==> src/rtl/instr_fetch_pipe.sv <==
// Instruction-fetch stage: synchronous imem requests, 2-entry output buffer
// toward decode with valid/ready back-pressure, and a flushing redirect port.
module instr_fetch_pipe #(
    parameter int unsigned             ADDR_W   = 8,
    parameter int unsigned             INSTR_W  = 32,
    parameter int unsigned             PC_STEP  = 1,
    parameter logic [ADDR_W-1:0]       RESET_PC = '0
) (
    input  logic               clock,
    input  logic               rst,
    input  logic               redirect_en,
    input  logic [ADDR_W-1:0]  redirect_pc,
    output logic               imem_en,
    output logic [ADDR_W-1:0]  imem_addr,
    input  logic [INSTR_W-1:0] imem_rdata,
    output logic               id_valid,
    input  logic               id_ready,
    output logic [INSTR_W-1:0] id_instr,
    output logic [ADDR_W-1:0]  id_pc,
    output logic [ADDR_W-1:0]  id_npc
);

    localparam logic [ADDR_W-1:0] STEP = ADDR_W'(PC_STEP);

    logic [ADDR_W-1:0]  pc_q, pc_d;
    logic               inflight_q, inflight_d;
    logic [ADDR_W-1:0]  inflight_pc_q;
    logic [1:0]         count_q, count_d;
    logic [INSTR_W-1:0] buf_instr_q [2];
    logic [INSTR_W-1:0] buf_instr_d [2];
    logic [ADDR_W-1:0]  buf_pc_q [2];
    logic [ADDR_W-1:0]  buf_pc_d [2];

    logic               xfer;
    logic               issue;
    logic [2:0]         occ;
    logic [1:0]         base;

    assign id_valid  = (count_q != 2'd0);
    assign xfer      = id_valid && id_ready;
    // Occupancy after this cycle's pop, including the response still in flight.
    assign occ       = {1'b0, count_q} + {2'b00, inflight_q} - {2'b00, xfer};
    assign issue     = rst && !redirect_en && (occ < 3'd2);
    assign base      = count_q - {1'b0, xfer};

    assign imem_en   = issue;
    assign imem_addr = pc_q;

    assign id_instr  = id_valid ? buf_instr_q[0]        : '0;
    assign id_pc     = id_valid ? buf_pc_q[0]           : '0;
    assign id_npc    = id_valid ? (buf_pc_q[0] + STEP)  : '0;

    always_comb begin
        pc_d        = pc_q;
        inflight_d  = issue;
        count_d     = count_q;
        buf_instr_d = buf_instr_q;
        buf_pc_d    = buf_pc_q;

        if (issue) begin
            pc_d = pc_q + STEP;
        end

        if (redirect_en) begin
            pc_d       = redirect_pc;
            count_d    = 2'd0;
            inflight_d = 1'b0;
        end else begin
            if (xfer) begin
                buf_instr_d[0] = buf_instr_q[1];
                buf_pc_d[0]    = buf_pc_q[1];
            end
            if (inflight_q) begin
                buf_instr_d[base[0]] = imem_rdata;
                buf_pc_d[base[0]]    = inflight_pc_q;
            end
            count_d = base + {1'b0, inflight_q};
        end
    end

    always_ff @(posedge clock or negedge rst) begin
        if (!rst) begin
            pc_q          <= RESET_PC;
            inflight_q    <= 1'b0;
            inflight_pc_q <= '0;
            count_q       <= 2'd0;
            for (int unsigned i = 0; i < 2; i++) begin
                buf_instr_q[i] <= '0;
                buf_pc_q[i]    <= '0;
            end
        end else begin
            pc_q       <= pc_d;
            inflight_q <= inflight_d;
            count_q    <= count_d;
            if (issue) begin
                inflight_pc_q <= pc_q;
            end
            for (int unsigned i = 0; i < 2; i++) begin
                buf_instr_q[i] <= buf_instr_d[i];
                buf_pc_q[i]    <= buf_pc_d[i];
            end
        end
    end

endmodule

==> config.mk <==
export PLATFORM = sky130hd
export DESIGN_NAME = instr_fetch_pipe
export DESIGN_NICKNAME = d
export VERILOG_FILES = /design/src/rtl/instr_fetch_pipe.sv
export SDC_FILE = /design/constraint.sdc
export NUM_CORES = 1
export LEC_CHECK = 0
export CAP_MARGIN = 0
export CORE_MARGIN = 4
export CORE_UTILIZATION = 35
export CTS_CLUSTER_SIZE = 20
export DETAILED_ROUTE_END_ITERATION = 8
export PLACE_DENSITY = 0.59
export SYNTH_ARGS = -nofsm -noshare
export SYNTH_HDL_FRONTEND = slang
export SYNTH_SLANG_ARGS = --single-unit
==> constraint.sdc <==
create_clock -name clock -period 4.03 [get_ports clock]
set_input_delay 1.0075 -clock clock [delete_from_list [all_inputs] [get_ports clock]]
set_output_delay 1.0075 -clock clock [all_outputs]
set_load 0.01 [all_outputs]
; ---- Word-level counts from Yosys, hierarchy flattened
; Cells that the tools add are included.
; W data, S select, Z words.
[classes]
add_sub_neg = 6
magnitude_cmp = 3
muxes = 19
bitwise = 2
reduce_logical = 8
[ops]
columns = cell, n
row1 = $mux W32, 4
row2 = $bwmux W64, 1
row3 = $mux W64, 1
row4 = $mux W8, 7
row5 = $demux W32 S1, 1
row6 = $add A8 B1 Y8 const B, 2
row7 = $bwmux W16, 1
row8 = $mux W16, 1
row9 = $demux W8 S1, 1
row10 = $logic_and A1 B1 Y1, 4
row11 = $reduce_bool A2 Y1, 2
row12 = $add A2 B1 Y3, 1
row13 = $lt A3 B2 Y1 const B, 1
row14 = $sub A3 B1 Y3, 1
row15 = $add A2 B1 Y2, 1
row16 = $ge A2 B2 Y1 const B, 1
row17 = $lt A2 B1 Y1 const B, 1
row18 = $mux W2, 1
row19 = $not A1 Y2, 1
row20 = $reduce_and A2 Y1, 1
row21 = $sub A2 B1 Y2, 1
row22 = $logic_not A1 Y1, 1
row23 = $mux W1, 1
row24 = $not A1 Y1, 1
[totals]
regBits = 99
inputBits = 44

; ---- Logic depth before layout (Yosys ltp)
[logic_depth]
ltp_word = 10
ltp_mapped = 11

; ---- Worst setup path after synthesis
; Ideal clock, no wire load.
[synth_path]
path_kind = input -> output
startpoint = input port id_ready
endpoint = output port imem_en
arrival_time_ps = 2815
t_required_ps = 3023
path_slack_ps = 208
stages = 9
n_path_buf = 2
cell_sequence = nand2b_1 -> buf_2 -> clkbuf_1 -> nand2_1 -> ha_1 -> inv_1 -> fa_1 -> nand2_1 -> nor3_4
[synth_via]
elab_chain_len = 4
[synth_rtl]
columns = element, line
row1 = from (decl), 17  ; input logic id_ready,
row2 = $logic_and A1 B1 Y1, 40  ; assign xfer = id_valid && id_ready;
row3 = $sub A3 B1 Y3, 42  ; assign occ = {1'b0, count_q} + {2'b00, inflight_q} - {2'b00, xfer};
row4 = $lt A3 B2 Y1, 43  ; assign issue = rst && !redirect_en && (occ < 3'd2);
row5 = $logic_and A1 B1 Y1, 43
row6 = to (decl), 13  ; output logic imem_en,
; Every way passes these cells.

; ---- Worst setup path in the final report
; Same ends and word-level chain as after synthesis.

==> reports/metrics.csv <==
stage,metric,value,unit
timing,clock skew,7.23,ps
drt,Remaining DRCs,0,
setup_path,reg2reg start,count_q[0],
synth,"Async S/R FF share, synth",1.00,
floorplan,Die Y,126,um
power,Internal,1.94,mW
drt,met2 routed WL,6150,um
placement,input/output buffers,101,
power,switch share,0.288,
drt,Iteration-0 DRC Markers,262,
drt,DR WL/cell,17.1,um
floorplan,core area,13400,um2
worst_hold_path,Worst Hold Depth,1,
synth,Synth cell types,39,
setup_path,Critical Path Max Stage Delay,540,ps
timing,RSZ-0062 raised after global routing,no,
power,Reg power frac,0.488,
drt,Metal-1 WL,5960,um
synth,Synth Cell Area,4850,um2
timing,endpoints failing hold,0,
worst_hold_path,HP Class,reg2reg,
synth,Synth Net Count,527,
global_routing,initial antenna violation count,0,
cts,CTS Buffer Depth,2,
global_routing,gr usage total,0.164,
placement,"Cell Area, Placed",6110,um2
setup_path,slowest cell on the critical path,fa_1,
synth,"Avg Cell Area, Syn",10.1,um2
floorplan,row count,42,
cts,clock tree root buffer cell,clkbuf_16,
setup_path,Critical Path Source Type,primary input,
timing,Final min period,3630,ps
timing,Hold WS,487,ps
placement,placed instance count,738,
drt,DRT Pass-1 Iters,6,
layout,cell area after layout,6390,um2
synth,sequential-to-total area share from yosys stat,0.510,
drt,DR vias/cell,5.28,
layout,fraction of layout cells with a size suffix above 1,0.125,
setup_path,Register-to-Register Path Depth,10,
cts,Worst-path clk slew,60,ps
cts,Skew-Pair Late Insertion Delay,340,ps
synth,Synth Warn #,0,
setup_path,FF-to-FF setup slack,1160,ps
synth,share of the synthesized area in the top cell type,0.510,
synth,most frequent cell after synthesis,dfrtp_1,
floorplan,# IOs,102,
layout,post-layout util,0.477,
synth,#FFs+latches synth,99,
floorplan,starting density of the core,0.362,
setup_path,CP Max Fanout,3,
floorplan,die width,126,um
layout,area of the multi-input gates,1940,um2
layout,Non-Filler Instances,754,
timing,"Slew Viols, Final",0,
layout,fill count,1227,
placement,Final Wtd Congestion,0.750,
timing,final setup fails,0,
global_routing,first-pass GRT wire length,21300,um
layout,antenna cells,0,
cts,CTS tree,done,
synth,Syn Inst Count,479,
synth,Post-synth EDFFs,0,
setup_path,Setup CP Type,in2out,
setup_path,"Data required, critical path",3020,ps
drt,highest routed layer,met4,
timing,Setup TNS Final,0,ps
outcome,status,completed,
global_routing,vias in the first global route,4176,
cts,Sink Count,99,
setup_path,"Critical Path, Cell by Cell",dlymetal6s2s_1 -> nand2b_2 -> nand2_1 -> ha_2 -> inv_1 -> fa_1 -> nand2_2 -> nor3_4 -> buf_2,
layout,Area growth syn-to-layout,31.6,%
synth,largest cells by area after synthesis,"dfrtp_1, o221ai_1, inv_1",
setup_path,Reg-to-Reg End,imem_addr[5],
timing,Tcrit/Tclk final,0.900,
power,peak supply drop,0.000201,V
synth,synth cell count leaders,"dfrtp_1, inv_1, nor2_1",
synth,biggest area consumer among synthesized cells,dfrtp_1,
timing,Slew @ Worst Pin,961,ps
placement,dpl hpwl,8250,um
global_routing,pin count of the biggest net entering global routing,53,
cts,H-tree depth,3,
power,combinational power share,0.221,
drt,routed vias,3980,
synth,top_reg_cell synth,dfrtp_1,
power,Clock power frac,0.291,
drt,ANT nets after route,0,
run,maxcap violations,0,
cts,CTS Buf Count,9,
power,PD cells,427,nW/um2
layout,FF/Latch Area,2480,um2
global_routing,total grt overflow,0,
timing,fmax,276,MHz
layout,final net count,622,
drt,WL met3,595,um
floorplan,full die area,15800,um2
power,Net Switching,787,uW
power,Leak,2.72,nW
setup_path,crit end category,output port,
drt,"wirelength, routed",12900,um
timing,slew margin rel.,0.357,
setup_path,Arrival @ worst endpoint,2620,ps
==> kinds of logic (layout without fill, tap and decap cells) <==
kind of cell               after synthesis  after routing  share of synthesized area
DFF                                     99             99                      0.510
muxes                                   49             49                      0.114
and+or+nand+nor                        138            138                      0.153
buffers and inverters                  122            221                     0.0987
adders and majority gates                4              4                     0.0119
AOI/OAI and AO/OA                       63             63                      0.104
xor gates and xnor gates                 4              4                    0.00876
==> routing by layer <==
layer	up-vias	GRT usage
li1	1862	-
met1	1998	0.224
met2	102	0.263
met3	18	0.0305
met4	0	0.0580
met5	-	0
==> power groups by stage <==
stage / clock [mW] / sequential, mW / combinational (mW)
floorplan: 0 / 1.31 / 0.362
global placement: 0 / 1.34 / 0.587
detailed placement: 0 / 1.35 / 0.608
CTS: 0.819 / 1.33 / 0.611
global route: 0.857 / 1.36 / 0.675
finish: 0.795 / 1.33 / 0.602
==> what timing repair did <==
item,CTS,global route
pin swaps,0,1
buffers inserted,0,1
gates resized for setup,4,3
hold buffers,0,0
setup endpoints to repair,1,1
hold endpoints to repair,0,0
==> critical path: cells and delay by family <==
family	cells	cell delay, ps
adder cells (fa/ha/maj)	2	720
AND/OR/NAND/NOR	4	530
buffers and inverters	3	350
==> how the worst max path moves through the flow <==
stage	startpoint	end	cells past startpoint
2_1_floorplan	id_ready	imem_en	9
3_3_place_gp	id_ready	imem_en	9
3_5_place_dp	id_ready	imem_en	9
4_1_cts	id_ready	imem_en	9
5_1_grt	id_ready	imem_en	9
6_report	id_ready	imem_en	9
==> metrics by stage <==
step / power (mW) / worst slack, ps
finish: 2.73 / 401
CTS: 2.76 / 79.9
floorplan: 1.68 / 208
global route: 2.89 / 260
detailed placement: 1.96 / -326
global placement: 1.93 / -270
==> placed cells by master (no fill, tap or decap), types with 2 or more instances in the layout <==
| master | instances |
|---|---|
| a31oi_1 | 3 |
| mux2_2 | 27 |
| nor2b_1 | 5 |
| or4_1 | 6 |
| ha_1 | 2 |
| nand3_1 | 10 |
| nand4_1 | 42 |
| clkdlybuf4s50_1 | 98 |
| a21oi_1 | 3 |
| clkinvlp_4 | 3 |
| nand2_1 | 8 |
| o31ai_1 | 3 |
| dfrtp_1 | 99 |
| o21ai_0 | 5 |
| clkbuf_16 | 9 |
| xnor2_1 | 3 |
| buf_4 | 18 |
| mux2_1 | 22 |
| inv_1 | 87 |
| o211ai_1 | 5 |
| nor3b_1 | 2 |
| or3_1 | 3 |
| o221ai_1 | 40 |
| nor2_1 | 48 |
==> layout make-up <==
type / count / share of cell area
Clock inverter: 4 / 0.00431
Timing Repair Buffer: 119 / 0.181
Inverter: 87 / 0.0511
Sequential cell: 99 / 0.388
Multi-Input combinational cell: 258 / 0.304
Clock buffer: 11 / 0.0380
Tap cell: 176 / 0.0345
Note: power is estimated with default switching activity, not from simulation.
